--- config.mk ---
export PLATFORM = sky130hd
export DESIGN_NAME = change_dispenser
export DESIGN_NICKNAME = d
export VERILOG_FILES = /design/src/rtl/change_dispenser.sv
export SDC_FILE = /design/constraint.sdc
export NUM_CORES = 1
export LEC_CHECK = 0
export BUFFER_PORTS_ARGS = -buffer_cell sky130_fd_sc_hd__buf_4
export CAP_MARGIN = 0
export CORE_MARGIN = 2
export CORE_UTILIZATION = 40
export DETAILED_ROUTE_END_ITERATION = 7
export SYNTH_ARGS = -nofsm -noshare
export SYNTH_HDL_FRONTEND = slang
export SYNTH_SLANG_ARGS = --single-unit
--- constraint.sdc ---
create_clock -name clk -period 3.7 [get_ports clk]
set_clock_uncertainty 0.05 [all_clocks]
set_input_delay 0 -clock clk [delete_from_list [all_inputs] [get_ports clk]]
set_output_delay 0 -clock clk [all_outputs]
set_load 0.02 [all_outputs]
--- src/rtl/change_dispenser.sv ---
// change_dispenser: returns a latched balance as a sequence of coins.
// It always presents the largest coin that still fits, one coin at a time,
// using a valid/ready handshake with the coin ejector. When the remaining
// amount is below the smallest coin, a one-cycle o_done pulse is raised and
// the undispensable remainder is reported on o_residual.
// Optional feature: define CHANGE_COUNT_EN to add the o_coin_count output,
// an 8-bit saturating count of the coins dispensed in the current request.
// Data width: `kTotalBits (defaults to 16 if not defined elsewhere).

`ifndef kTotalBits
`define kTotalBits 16
`endif

module change_dispenser #(
    parameter int COIN_VAL_0 = 100,
    parameter int COIN_VAL_1 = 500,
    parameter int COIN_VAL_2 = 1000
) (
    input  logic                   clk,
    input  logic                   reset_n,
    input  logic                   i_start,
    input  logic [`kTotalBits-1:0] current_total,
    input  logic                   i_coin_ready,
    output logic                   o_coin_valid,
    output logic [2:0]             o_coin_type,
    output logic                   o_busy,
    output logic                   o_done,
    output logic [`kTotalBits-1:0] o_residual
`ifdef CHANGE_COUNT_EN
    ,
    output logic [7:0]             o_coin_count
`endif
);

    localparam int TW = `kTotalBits;
    localparam logic [TW-1:0] COIN0_W = TW'(COIN_VAL_0);
    localparam logic [TW-1:0] COIN1_W = TW'(COIN_VAL_1);
    localparam logic [TW-1:0] COIN2_W = TW'(COIN_VAL_2);

    typedef enum logic [1:0] {
        S_IDLE     = 2'd0,
        S_DISPENSE = 2'd1,
        S_DONE     = 2'd2
    } state_t;

    // Largest coin not exceeding the remaining amount, as a one-hot select.
    // Returns zero when even the smallest coin does not fit.
    function automatic logic [2:0] select_coin(input logic [TW-1:0] rem);
        logic [2:0] sel;
        if (rem >= COIN2_W) begin
            sel = 3'b100;
        end else if (rem >= COIN1_W) begin
            sel = 3'b010;
        end else if (rem >= COIN0_W) begin
            sel = 3'b001;
        end else begin
            sel = 3'b000;
        end
        return sel;
    endfunction

    // Face value of a one-hot coin select.
    function automatic logic [TW-1:0] coin_value(input logic [2:0] sel);
        logic [TW-1:0] val;
        case (sel)
            3'b001:  val = COIN0_W;
            3'b010:  val = COIN1_W;
            3'b100:  val = COIN2_W;
            default: val = {TW{1'b0}};
        endcase
        return val;
    endfunction

    state_t          state_q, state_d;
    logic [TW-1:0]   remaining_q, remaining_d;
    logic            coin_valid_q, coin_valid_d;
    logic [2:0]      coin_type_q, coin_type_d;
    logic            busy_q, busy_d;
    logic            done_q, done_d;
    logic [TW-1:0]   residual_q, residual_d;
    logic            handshake_s;
`ifdef CHANGE_COUNT_EN
    logic [7:0]      count_q, count_d;
`endif

    assign handshake_s = coin_valid_q & i_coin_ready;

    // FSM state register with synchronous active-low reset.
    always_ff @(posedge clk) begin
        if (!reset_n) begin
            state_q <= S_IDLE;
        end else begin
            state_q <= state_d;
        end
    end

    // Next-state logic: leave DISPENSE only when no coin is outstanding
    // and nothing dispensable remains.
    always_comb begin
        state_d = state_q;
        case (state_q)
            S_IDLE: begin
                if (i_start) begin
                    state_d = S_DISPENSE;
                end else begin
                    state_d = S_IDLE;
                end
            end
            S_DISPENSE: begin
                if (!coin_valid_q && (remaining_q < COIN0_W)) begin
                    state_d = S_DONE;
                end else begin
                    state_d = S_DISPENSE;
                end
            end
            S_DONE: begin
                state_d = S_IDLE;
            end
            default: begin
                state_d = S_IDLE;
            end
        endcase
    end

    // Output and datapath next values; every output is registered below.
    // A coin is withdrawn for one cycle after each handshake, so the next
    // selection is made from the already-updated remaining amount.
    always_comb begin
        remaining_d  = remaining_q;
        coin_valid_d = coin_valid_q;
        coin_type_d  = coin_type_q;
        busy_d       = busy_q;
        done_d       = 1'b0;
        residual_d   = residual_q;
`ifdef CHANGE_COUNT_EN
        count_d      = count_q;
`endif
        case (state_q)
            S_IDLE: begin
                if (i_start) begin
                    remaining_d = current_total;
                    busy_d      = 1'b1;
`ifdef CHANGE_COUNT_EN
                    count_d     = 8'd0;
`endif
                end else begin
                    busy_d      = 1'b0;
                end
            end
            S_DISPENSE: begin
                if (coin_valid_q) begin
                    if (handshake_s) begin
                        remaining_d  = remaining_q - coin_value(coin_type_q);
                        coin_valid_d = 1'b0;
                        coin_type_d  = 3'b000;
`ifdef CHANGE_COUNT_EN
                        if (count_q != 8'hFF) begin
                            count_d = count_q + 8'd1;
                        end else begin
                            count_d = count_q;
                        end
`endif
                    end else begin
                        coin_valid_d = 1'b1;
                        coin_type_d  = coin_type_q;
                    end
                end else if (remaining_q >= COIN0_W) begin
                    coin_valid_d = 1'b1;
                    coin_type_d  = select_coin(remaining_q);
                end else begin
                    done_d       = 1'b1;
                    residual_d   = remaining_q;
                end
            end
            S_DONE: begin
                busy_d       = 1'b0;
                coin_valid_d = 1'b0;
                coin_type_d  = 3'b000;
            end
            default: begin
                busy_d       = 1'b0;
                coin_valid_d = 1'b0;
                coin_type_d  = 3'b000;
            end
        endcase
    end

    // Datapath and output registers with synchronous active-low reset.
    always_ff @(posedge clk) begin
        if (!reset_n) begin
            remaining_q  <= {TW{1'b0}};
            coin_valid_q <= 1'b0;
            coin_type_q  <= 3'b000;
            busy_q       <= 1'b0;
            done_q       <= 1'b0;
            residual_q   <= {TW{1'b0}};
        end else begin
            remaining_q  <= remaining_d;
            coin_valid_q <= coin_valid_d;
            coin_type_q  <= coin_type_d;
            busy_q       <= busy_d;
            done_q       <= done_d;
            residual_q   <= residual_d;
        end
    end

`ifdef CHANGE_COUNT_EN
    // Dispensed-coin counter, held after completion until the next request.
    always_ff @(posedge clk) begin
        if (!reset_n) begin
            count_q <= 8'd0;
        end else begin
            count_q <= count_d;
        end
    end

    assign o_coin_count = count_q;
`endif

    assign o_coin_valid = coin_valid_q;
    assign o_coin_type  = coin_type_q;
    assign o_busy       = busy_q;
    assign o_done       = done_q;
    assign o_residual   = residual_q;

endmodule

# Word-level counts from Yosys, hierarchy flattened
# Index checks and enable logic that the tools add are counted.
[totals]
ff_bits = 40
input_bits = 20
output_inout_bits = 22
wordCells = 59
[op_classes]
addsub = 1
magnitude_cmp = 4
eq_ne = 9
n_mux = 24
n_bitwise = 6
reduce_logical = 8
[op_table]
columns = ["op", "count"]
rows = [
  ["$mux 16", 6],
  ["$pmux 16 s2", 1],
  ["$pmux 10 s3", 1],
  ["$ge 16x10->1 const B", 1],
  ["$ge 16x7->1 const B", 1],
  ["$ge 16x9->1 const B", 1],
  ["$lt 16x7->1 const B", 1],
  ["$sub 16x16->16", 1],
  ["$mux 3", 4],
  ["$mux 1", 6],
  ["$ne 2x2->1 const B", 3],
  ["$ne 3x3->1 const B", 2],
  ["$pmux 3 s2", 1],
  ["$reduce_and 3->1", 2],
  ["$not 1->1", 5],
  ["$mux 2", 2],
  ["$pmux 1 s2", 2],
  ["$pmux 2 s2", 1],
  ["$reduce_and 4->1", 1],
  ["$eq 3x1->1 const B", 1],
  ["$eq 3x2->1 const B", 1],
  ["$eq 3x3->1 const B", 1],
  ["$reduce_or 3->1", 1],
  ["$eq 2x1->1 const B", 1],
  ["5 further kinds", 5],
]

# Depth between registers and ports, before layout
# Gate-level depths: netlist (run 1).
[logic_depth]
word_depth = 9
mapped_depth = 9
depth_no_buf = 9

# Worst setup path before layout (run 1)
# Ideal clock, no wire load.
[synth_timing]
path_type = "reg2reg"
from = "register coin_type_q[1] (netlist: o_coin_type[1])"
to = "register remaining_q[10]"
setup_ps = 74
arrival_time_ps = 2638
required_ps = 3576
path_slack_ps = 938
stages_incl_launch_ff = 9
n_path_buf = 0
synth_period_minus_slack_ps = 2762
cell_sequence = "dfxtp_1 or3b_2 nor2b_1 ha_1 a21o_1 a31o_2 a31oi_1 mux2_2 a31oi_1"
[synth_between]
elab_chain_len = 9
word_cells_on_any_way = 11
classes_between = "add/sub: 1; eq/ne: 3; mux: 7"
[synth_rtl]
columns = ["item", "line", "source"]
rows = [
  ["start, declared", "77", "logic [2:0] coin_type_q, coin_type_d;"],
  ["start signal, assigned", "200", "coin_type_q <= coin_type_d;"],
  ["$eq 3x3->1 (tied with other cells)", "65", "case (sel)"],
  ["$pmux 10 s3 *", "65", ""],
  ["$mux 16 *", "152", "if (handshake_s) begin"],
  ["$mux 16 *", "151", "if (coin_valid_q) begin"],
  ["$mux 16 *", "138", "case (state_q)"],
  ["$sub 16x16->16 *", "153", "remaining_d = remaining_q - coin_value(coin_type_q);"],
  ["$mux 16 *", "152", ""],
  ["$mux 16 *", "151", ""],
  ["$pmux 16 s2 *", "138", ""],
  ["end signal, assigned", "191", "remaining_q <= {TW{1'b0}};"],
  ["end signal, assigned", "198", "remaining_q <= remaining_d;"],
  ["end, declared", "75", "logic [TW-1:0] remaining_q, remaining_d;"],
]
# Mark *: on every way between the ends. The rest lies on a longest branch, timed or not. The select of a mux whose other input is x is not followed.
# A chain may end at the register's enable or synchronous reset.

# Worst setup path after layout (run 1)
# Ends and elaborated chain as after synthesis.

==> results of run 1 <==
==> cells in the mapped netlist (2+ instances only) <==
master     n
a21oi_1   16
nor2b_1    3
ha_1       8
nor2_1    24
nor3b_1    4
nand2b_1   7
a22oi_1    2
a211oi_1   7
a31oi_1    7
mux2i_1    6
or2_2      3
o211ai_1   3
nand2_1   28
or3_1      9
clkbuf_1   8
a311oi_1   2
buf_6      2
o22ai_1    3
buf_2      3
inv_1      6
and3_1    13
a211o_1    2
xor2_1     2
xnor2_1    2
or4_1      2
nand3_1    9
dfxtp_1   40
o21ai_0   10
a21o_1     4
==> final cells by class <==
| cell class | instances | area [um2] | area share |
|---|---|---|---|
| tap | 70 | 87.58 | 0.03263 |
| inverter | 6 | 22.52 | 0.008392 |
| timing repair buffer | 51 | 405.4 | 0.1510 |
| clock buffer | 5 | 68.82 | 0.02564 |
| clock inverter | 2 | 60.06 | 0.02238 |
| multi-input combinational | 194 | 1239 | 0.4615 |
| sequential | 40 | 800.8 | 0.2984 |
==> worst min-delay path, cell delays in order <==
cell and delay, ns:
buf_4 0.08, a211oi_1 0.05, a211oi_1 0.18
==> power by group through the flow <==
| stage | Combinational (uW) | Clock, uW | Sequential, uW |
|---|---|---|---|
| final | 563 | 420 | 527 |
| after global routing | 628 | 439 | 535 |
| after CTS | 565 | 428 | 527 |
| after detailed placement | 555 | 0 | 536 |
| after global placement | 557 | 0 | 535 |
| after floorplan | 438 | 0 | 525 |
==> flip-flops by register name, indices dropped and copies added (netlist names) <==
| signal | count |
|---|---|
| o_residual | 16 |
| remaining_q | 16 |
| o_coin_type | 3 |
| state_q | 2 |
| o_busy | 1 |
| o_coin_valid | 1 |
| o_done | 1 |
==> cells by family (layout without fill, tap and decap cells) <==
| group | after synthesis | count (layout) |
|---|---|---|
| muxes | 7 | 7 |
| and+or+nand+nor | 110 | 110 |
| buffers and inverters | 19 | 64 |
| AOI/OAI and AO/OA | 64 | 64 |
| xor gates and xnor gates | 4 | 4 |
| DFF | 40 | 40 |
| adders and majority gates | 9 | 9 |
==> final timing paths <==
check,end,slack [ns],depth (start not counted)
worst max-delay path,remaining_q[10],0.83,8
worst min-delay path,remaining_q[2],0.01,3
worst max register to register,remaining_q[10],0.83,8
worst min register to register,o_residual[0],0.41,2
==> repair_timing <==
item | CTS | global route
hold buffers | 9 | 0
endpoints found under the hold margin | 10 | 0
endpoints found under the setup margin | 0 | 0
==> routing by layer <==
layer / wire [um] / vias to the layer above / GRT usage / part of all wire
met5: 0 / - / 0 / 0
met4: 37 / 0 / 0.04000 / 0.0071
met3: 357 / 4 / 0.04588 / 0.068
met2: 2391 / 65 / 0.3018 / 0.46
met1: 2461 / 874 / 0.2329 / 0.47
li1: - / 1000 / - / -
==> stage by stage <==
step                      power [uW]  instance area, um2  hold slack (ns)  cells  setup slack [ns]
final                           1510                2684         0.009554    368            0.8319
after global routing            1601                2684          0.02601    368            0.5891
after CTS                       1520                2684         0.006944    368            0.8263
after detailed placement        1092                2465           0.1979    352            0.8624
after global placement          1092                2465           0.1843    352            0.9072
after floorplan                962.3                2130          0.06870    253            0.9376
==> flow_metrics.env, run 1 <==
export IMPL_drc=0
export IMPL_path_clk_slew_ns=0.08
export IMPL_max_slew_margin_rel=0.3178
export IMPL_switching_share=0.3479
export IMPL_synth_edf_count=0
export IMPL_final_cell_mix="buf_4, dfxtp_1, nand2_1"
export IMPL_critical_path_top_delay_family="compound AO/OA/AOI/OAI gates"
export IMPL_synth_top_family_by_area="simple AND/OR/NAND/NOR gates"
export IMPL_synth_compound_area_frac=0.1945
export IMPL_yosys_area_share_simple=0.2808
export IMPL_seq_power_share=0.349
export IMPL_drive_gt1_frac=0.1980
export IMPL_clock_sinks=40
export IMPL_synth_fp_nets=282
export IMPL_globalRouteTotalUtil=0.1802
export IMPL_synth_main_ff_cell="dfxtp_1"
export IMPL_ys_seq_elements=40
export IMPL_port_buffers=41
export IMPL_synth_top_area_share=0.3760
export IMPL_drt_iter0_drc=85
export IMPL_dp_hpwl_um=3770
export IMPL_mostFrequentLayoutCell="buf_4"
export IMPL_tns_ns=0
export IMPL_combPwrFrac=0.373
export IMPL_cp_start_kind="register"
export IMPL_grt_pass1_vias=1746
export IMPL_cp_cell_sequence="or3b_2 > nor2b_1 > ha_1 > a21o_1 > a31o_2 > a31oi_1 > mux2_2 > a31oi_1"
export IMPL_p_sw_uw=525.4
export IMPL_nets=327
export IMPL_vdd_ir_drop_max_v=0.0002741
export IMPL_htree_levels=2
export IMPL_synth_seq_area_share=0.3760
export IMPL_crit_required_ns=3.87
export IMPL_ant_nets=0
export IMPL_wl_per_cell_um=14.26
export IMPL_holdCritPathClass="primary input to register"
export IMPL_min_from="current_total[2]"
export IMPL_num_vias=1943
export IMPL_regToRegStartpoint="o_coin_type[1]"
export IMPL_drt_vias_per_instance=5.280
export IMPL_crit_fanout=6
export IMPL_fp_coreArea_um2=5107
export IMPL_synth_top_area_cell="dfxtp_1"
export IMPL_ios=42
export IMPL_antenna_found_initial=0
export IMPL_setup_viol=0
export IMPL_insertedDiodeCount=0
export IMPL_rsz0062_at_grt="false"
export IMPL_slowest_delay_ns=0.48
export IMPL_power_share_clock=0.278
export IMPL_cp_common_cell="a31oi_1"
export IMPL_die_h_um=76.97
export IMPL_intPower_uw=984.7
export IMPL_insertion_delay_ns=0.29
export IMPL_outcome="finished clean"
export IMPL_synthAdderAreaFrac=0.05640
export IMPL_leakagePower_uw=0.001154
export IMPL_start_util=0.4170
export IMPL_synthesis_area_um2=2130
export IMPL_arrival_ns=3.04
export IMPL_tritoncts="done"
export IMPL_cts_buffers=5
export IMPL_grt_start_max_net_pins=22
export IMPL_synth_cell_types=47
export IMPL_post_cts_buffers=0
export IMPL_syn_inst=253
export IMPL_wl_um=5248
export IMPL_cap_violations=0
export IMPL_cts_max_path_buffers=2
export IMPL_cts_resized=0
export IMPL_place_congestion=0.8720
export IMPL_period_share=0.7752
export IMPL_cp_num_buf_inv=0
export IMPL_cp_end_kind="register"
export IMPL_cts_root_buf="clkbuf_8"
export IMPL_async_flop_share=0
export IMPL_synth_xor_area_frac=0.01645
export IMPL_rows=26
export IMPL_fmax_mhz=348.7
export IMPL_fin_crit_ns=2.868
export IMPL_syn_area_per_cell_um2=8.417
export IMPL_slowest_stage="or3b_2"
export IMPL_final_max_slew_viol_count=0
export IMPL_nFillCells=488
export IMPL_firstDrtPassIters=4
export IMPL_hold_violations=0
export IMPL_area_delta_synth_final_pct=26.03
export IMPL_grt_overflow=0
export IMPL_tightestPinTransition_ns=1.020
export IMPL_synth_area_leaders="dfxtp_1, nand2_1, ha_1, nor2_1, and3_1"
export IMPL_grt_pass1_wl_um=8583
export IMPL_power_density_nw_per_um2=562.7
export IMPL_criticalPathCategory="register to register"
export IMPL_yosysWarnings=0
export IMPL_fin_util=0.5255
export IMPL_dieArea_um2=5924
export IMPL_synthMuxAreaShare=0.03349
export IMPL_die_w_um=76.97
export IMPL_crit_path_start="o_coin_type[1]"
No activity file was read; power rests on OpenSTA's default activity.
==> run 2, diff against run 1 <==
ABC_AREA = 1   (was default)
clock period = 2.4 ns   (was 3.7 ns; I/O delays follow)
==> flow_metrics.env, run 2 <==
export IMPL_cts_buffers=5
export IMPL_cts_root_buf="clkbuf_8"
export IMPL_tritoncts="done"
export IMPL_max_slew_margin_rel=0.5907
export IMPL_wl_um=5846
export IMPL_slowest_delay_ns=0.44
export IMPL_gr_usage_met3=0.03507
export IMPL_hold_slack_ns=0.01891
export IMPL_synthAdderAreaFrac=0.05223
export IMPL_holdCritPathClass="primary input to register"
export IMPL_htree_levels=2
export IMPL_power_share_clock=0.218
export IMPL_antenna_found_initial=0
export IMPL_drt_iter0_drc=98
export IMPL_syn_area_per_cell_um2=6.627
export IMPL_insertedDiodeCount=0
export IMPL_outcome="finished clean"
export IMPL_port_buffers=41
export IMPL_cts_max_path_buffers=2
export IMPL_synth_seq_area_share=0.3482
export IMPL_mostFrequentLayoutCell="nand2_1"
export IMPL_setup_viol=0
export IMPL_grt_overflow=0
export IMPL_dp_hpwl_um=4220
export IMPL_wl_per_cell_um=12.41
export IMPL_vdd_ir_drop_max_v=0.0003863
export IMPL_r2r_setup_slack_ns=0.25
export IMPL_synth_most_common_cell="nand2_1"
export IMPL_setup_slack_ns=0.2515
export IMPL_hold_violations=0
export IMPL_final_max_slew_viol_count=0
export IMPL_synth_top_area_share=0.3482
export IMPL_dieArea_um2=6372
export IMPL_synth_compound_area_frac=0.1355
export IMPL_synth_top_area_cell="dfxtp_1"
export IMPL_tightestPinTransition_ns=0.6133
export IMPL_synth_fp_nets=376
export IMPL_fp_coreArea_um2=5540
export IMPL_ys_seq_elements=40
export IMPL_nets=427
export IMPL_start_util=0.4151
export IMPL_fin_crit_ns=2.148
export IMPL_synth_edf_count=0
export IMPL_clock_sinks=40
export IMPL_num_vias=2291
export IMPL_firstDrtPassIters=4
export IMPL_insertion_delay_ns=0.29
export IMPL_combPwrFrac=0.467
export IMPL_cap_violations=0
export IMPL_final_cell_mix="nand2_1, nor2_1, inv_1"
export IMPL_synthMuxAreaShare=0
export IMPL_crit_required_ns=2.51
export IMPL_p_sw_uw=1052
export IMPL_cp_cell_sequence="inv_1 > nor3_2 > inv_1 > nand2_1 > ha_1 > fa_1 > inv_1 > nand3_1 > nand3_2 > nand3b_1 > nand3_1 > nand3_1 > nand2_1 > a21oi_1"
export IMPL_die_h_um=79.83
export IMPL_place_congestion=0.8991
export IMPL_rows=27
export IMPL_intPower_uw=1479
export IMPL_area_delta_synth_final_pct=25.79
export IMPL_ant_nets=0
export IMPL_crit_fanout=4
export IMPL_yosysWarnings=0
export IMPL_seq_power_share=0.315
export IMPL_cp_start_kind="register"
export IMPL_criticalPathCategory="register to register"
export IMPL_netlist_top_cells_count="nand2_1, nor2_1, inv_1"
export IMPL_yosys_area_share_simple=0.3466
export IMPL_die_w_um=79.83
export IMPL_globalRouteMet2Util=0.3168
export IMPL_period_share=0.8952
export IMPL_arrival_ns=2.26
export IMPL_grt_start_max_net_pins=26
export IMPL_synth_xor_area_frac=0.01523
export IMPL_syn_inst=347
export IMPL_pre_cts_slack_ns=0.09953
export IMPL_drt_vias_per_instance=4.864
export IMPL_ios=42
export IMPL_path_clk_slew_ns=0.08
export IMPL_synth_main_ff_cell="dfxtp_1"
export IMPL_grt_pass1_vias=2105
export IMPL_leakagePower_uw=0.001415
export IMPL_slowest_stage="fa_1"
export IMPL_fmax_mhz=465.4
export IMPL_globalRouteTotalUtil=0.2008
export IMPL_synth_area_leaders="dfxtp_1, nand2_1, nor2_1, inv_1, nand3_1"
export IMPL_grt_pass1_wl_um=10060
export IMPL_rsz0062_at_grt="false"
export IMPL_async_flop_share=0
export IMPL_top_usage_layer="met2"
export IMPL_synth_cell_types=32
export IMPL_synth_top_family_by_area="simple AND/OR/NAND/NOR gates"
export IMPL_synthesis_area_um2=2300
export IMPL_drive_gt1_frac=0.1880
export IMPL_drc=0
export IMPL_grt_use_met1=0.2835
export IMPL_switching_share=0.4157
export IMPL_power_density_nw_per_um2=874.8
export IMPL_cp_end_kind="register"
export IMPL_tns_ns=0
[run 2: changes by cell type in the layout (fill, tap and decap cells not counted), moves of 9 or more]
cell	delta
nand2_1	+47
inv_1	+41
nor2_1	+29
nand3_1	+25
a21oi_1	+14
and3_1	-13
or3_1	-9
[run 2: routing by layer]
metal | vias to the layer above | wire length (um)
li1 | 1210 | -
met1 | 1031 | 2886
met2 | 45 | 2592
met3 | 5 | 325
met4 | 0 | 42
met5 | - | 0
[run 2: area by class of cell]
type | count | area, um2
fill | 602 | 2648
inverter | 49 | 183.9
clock inverter | 2 | 35.03
clock buffer | 6 | 72.57
sequential | 40 | 804.5
tap | 72 | 90.09
timing repair buffer | 53 | 422.9
multi-input combinational | 249 | 1284
[run 2: logic make-up after synthesis]
family          count (synthesis)
xor+xnor                        4
buf+inv                        58
simple gates                  181
compound gates                 55
fa+ha+maj                       9
flops                          40
[run 2: final timing paths]
kind	end	from	cells past startpoint
setup / recovery	remaining_q[14]	o_coin_type[1]	14
hold / removal	o_residual[6]	reset_n	3
setup reg to reg	remaining_q[14]	o_coin_type[1]	14
hold reg to reg	o_residual[6]	o_residual[6]	2
[run 2: power by group through the flow]
| stage | registers (uW) | logic (uW) | clock network, uW |
|---|---|---|---|
| after detailed placement | 809 | 1130 | 0 |
| after global placement | 807 | 1130 | 0 |
| after CTS | 794 | 1150 | 571 |
| final | 798 | 1180 | 551 |
| after global routing | 808 | 1360 | 596 |
| after floorplan | 822 | 849 | 0 |
[run 2: stage by stage]
step,instances,util,cell area (um2),power (uW)
after floorplan,347,-,2300,1672
after global placement,453,0.4804,2661,1941
after detailed placement,453,0.4804,2661,1941
after CTS,471,0.5178,2869,2516
after global routing,471,0.5221,2893,2767
final,471,0.5221,2893,2531
[run 2: worst max-delay path, delay by kind of cell (launching register included)]
family,cells,cell delay [ns]
and+or+nand+nor,8,0.66
adders and majority gates,2,0.66
DFF,1,0.34
buffers and inverters,3,0.26
AOI/OAI and AO/OA,1,0.05
[run 2: what timing repair did]
action,CTS,global route
buffers inserted,0,0
endpoints found under the hold margin,10,0
hold buffers,10,0
resized for setup,0,8
setup endpoints to repair,0,8
==> run 3, diff against run 2 <==
BUFFER_PORTS_ARGS = default   (was -buffer_cell sky130_fd_sc_hd__buf_4)
DONT_BUFFER_PORTS = 1   (was default)
SLEW_MARGIN = 20   (was default)
clock period = 1.92 ns   (was 2.4 ns; I/O delays follow)
==> flow_metrics.env, run 3 (synthesis gave the netlist of run 2 again) <==
export IMPL_outcome="finished, violations left"
export IMPL_violations="negative setup slack"
export IMPL_insertion_delay_ns=0.29
export IMPL_ant_nets=0
export IMPL_ios=42
export IMPL_cap_violations=0
export IMPL_cts_buffers=5
export IMPL_setup_slack_ns=-0.09880
export IMPL_leakagePower_uw=0.001431
export IMPL_die_w_um=79.83
export IMPL_die_h_um=79.83
export IMPL_slowest_delay_ns=0.37
export IMPL_num_vias=2306
export IMPL_antenna_found_initial=0
export IMPL_criticalPathCategory="register to register"
export IMPL_clock_sinks=40
export IMPL_vdd_ir_drop_max_v=0.0009538
export IMPL_port_buffers=0
export IMPL_dp_hpwl_um=4230
export IMPL_crit_fanout=3
export IMPL_stdcell_area_um2=3216
export IMPL_cp_end_kind="register"
export IMPL_hold_violations=0
export IMPL_nets=423
export IMPL_tns_ns=-0.3621
export IMPL_grt_pass1_wl_um=9984
export IMPL_cp_start_kind="register"
export IMPL_path_clk_slew_ns=0.09
export IMPL_cts_max_path_buffers=2
export IMPL_crit_required_ns=2.03
export IMPL_cts_root_buf="clkbuf_8"
export IMPL_start_util=0.4151
export IMPL_firstDrtPassIters=4
export IMPL_cp_cell_sequence="inv_4 > nor3_4 > inv_2 > nand2_4 > ha_4 > fa_2 > inv_2 > nand3_4 > nand3_4 > nand3b_1 > nand3_1 > nand3_1 > nand2_1 > a21oi_2"
export IMPL_place_congestion=0.9356
export IMPL_max_slew_margin_rel=0.4676
export IMPL_rsz0062_at_grt="true"
export IMPL_wl_um=6165
export IMPL_htree_levels=2
export IMPL_drc=0
export IMPL_drt_iter0_drc=93
export IMPL_power_density_nw_per_um2=1205
export IMPL_post_dp_cell_area_um2=2565
export IMPL_tightestPinTransition_ns=0.7960
export IMPL_drt_vias_per_instance=4.938
export IMPL_fp_coreArea_um2=5540
export IMPL_grt_start_max_net_pins=25
export IMPL_mostFrequentLayoutCell="nand2_1"
export IMPL_globalRouteTotalUtil=0.2016
export IMPL_slowest_stage="dfxtp_4"
export IMPL_hold_slack_ns=0.03036
export IMPL_fmax_mhz=495.3
export IMPL_rows=27
export IMPL_period_share=1.051
export IMPL_final_cell_mix="nand2_1, nor2_1, inv_1"
export IMPL_wl_per_cell_um=13.20
export IMPL_dieArea_um2=6372
export IMPL_arrival_ns=2.13
export IMPL_grt_overflow=0
export IMPL_totalPowerFinal_uw=3873
export IMPL_holdCritPathClass="primary input to register"
export IMPL_grt_pass1_vias=2190
export IMPL_final_max_slew_viol_count=0
export IMPL_drive_gt1_frac=0.2987
export IMPL_fin_crit_ns=2.019
export IMPL_final_cells=467
export IMPL_tritoncts="done"
export IMPL_setup_viol=10
export IMPL_insertedDiodeCount=0
export IMPL_dp_cells=435
export IMPL_area_delta_synth_final_pct=39.83
-- run 3: cell types whose count changed in the layout (fill, tap and decap cells not counted), sizes merged --
cell         previous run  this run
dlygate4sd3            10        18
buf                    43        31
-- run 3: area by class of cell --
cell class	count	area, um2
well taps	72	90.09
inverters	49	191.4
clock buffers	6	82.58
fillers	518	2325
flip-flops and latches	40	812.0
multi-input cells	249	1573
clock inverters	2	38.79
repair buffers	49	427.9
-- run 3: critical path: cells and delay by family (launching register included) --
| kind | cells | cell delay [ns] |
|---|---|---|
| buffers and inverters | 3 | 0.25 |
| and+or+nand+nor | 8 | 0.65 |
| AOI/OAI and AO/OA | 1 | 0.05 |
| DFF | 1 | 0.37 |
| adders and majority gates | 2 | 0.52 |
-- run 3: path summary, 6_finish.rpt --
path / from / end / depth (start not counted) / slack (ns)
worst max-delay path: o_coin_type[1] / remaining_q[14] / 14 / -0.1
worst min register to register: remaining_q[1] / remaining_q[1] / 2 / 0.44
worst min-delay path: i_start / remaining_q[4] / 3 / 0.03
worst max register to register: o_coin_type[1] / remaining_q[14] / 14 / -0.1
-- run 3: report_power, final --
part	switching (uW)	internal (uW)
clock	319	426
sequential	117	915
combinational	1160	934
total	1600	2270
-- run 3: stage by stage --
step / worst slack, ns / util
5_1_grt: -0.2251 / 0.5804
6_report: -0.09880 / 0.5804
2_1_floorplan: -0.03390 / -
3_3_place_gp: -0.1357 / 0.4630
4_1_cts: -0.1018 / 0.5528
3_5_place_dp: -0.1927 / 0.4630
-- run 3: routing by layer --
| layer | up-vias | GRT usage | part of all wire |
|---|---|---|---|
| li1 | 1208 | - | - |
| met1 | 1046 | 0.2619 | 0.47 |
| met2 | 42 | 0.3328 | 0.46 |
| met3 | 10 | 0.04977 | 0.052 |
| met4 | 0 | 0.05593 | 0.017 |
| met5 | - | 0 | 0 |
-- run 3: timing repair --
item / 4_1_cts / 5_1_grt
resized for setup: 34 / 40
hold buffers: 18 / 0
setup endpoints to repair: 11 / 13
pin swaps: 14 / 5
endpoints found under the hold margin: 34 / 0
buffers inserted: 4 / 2
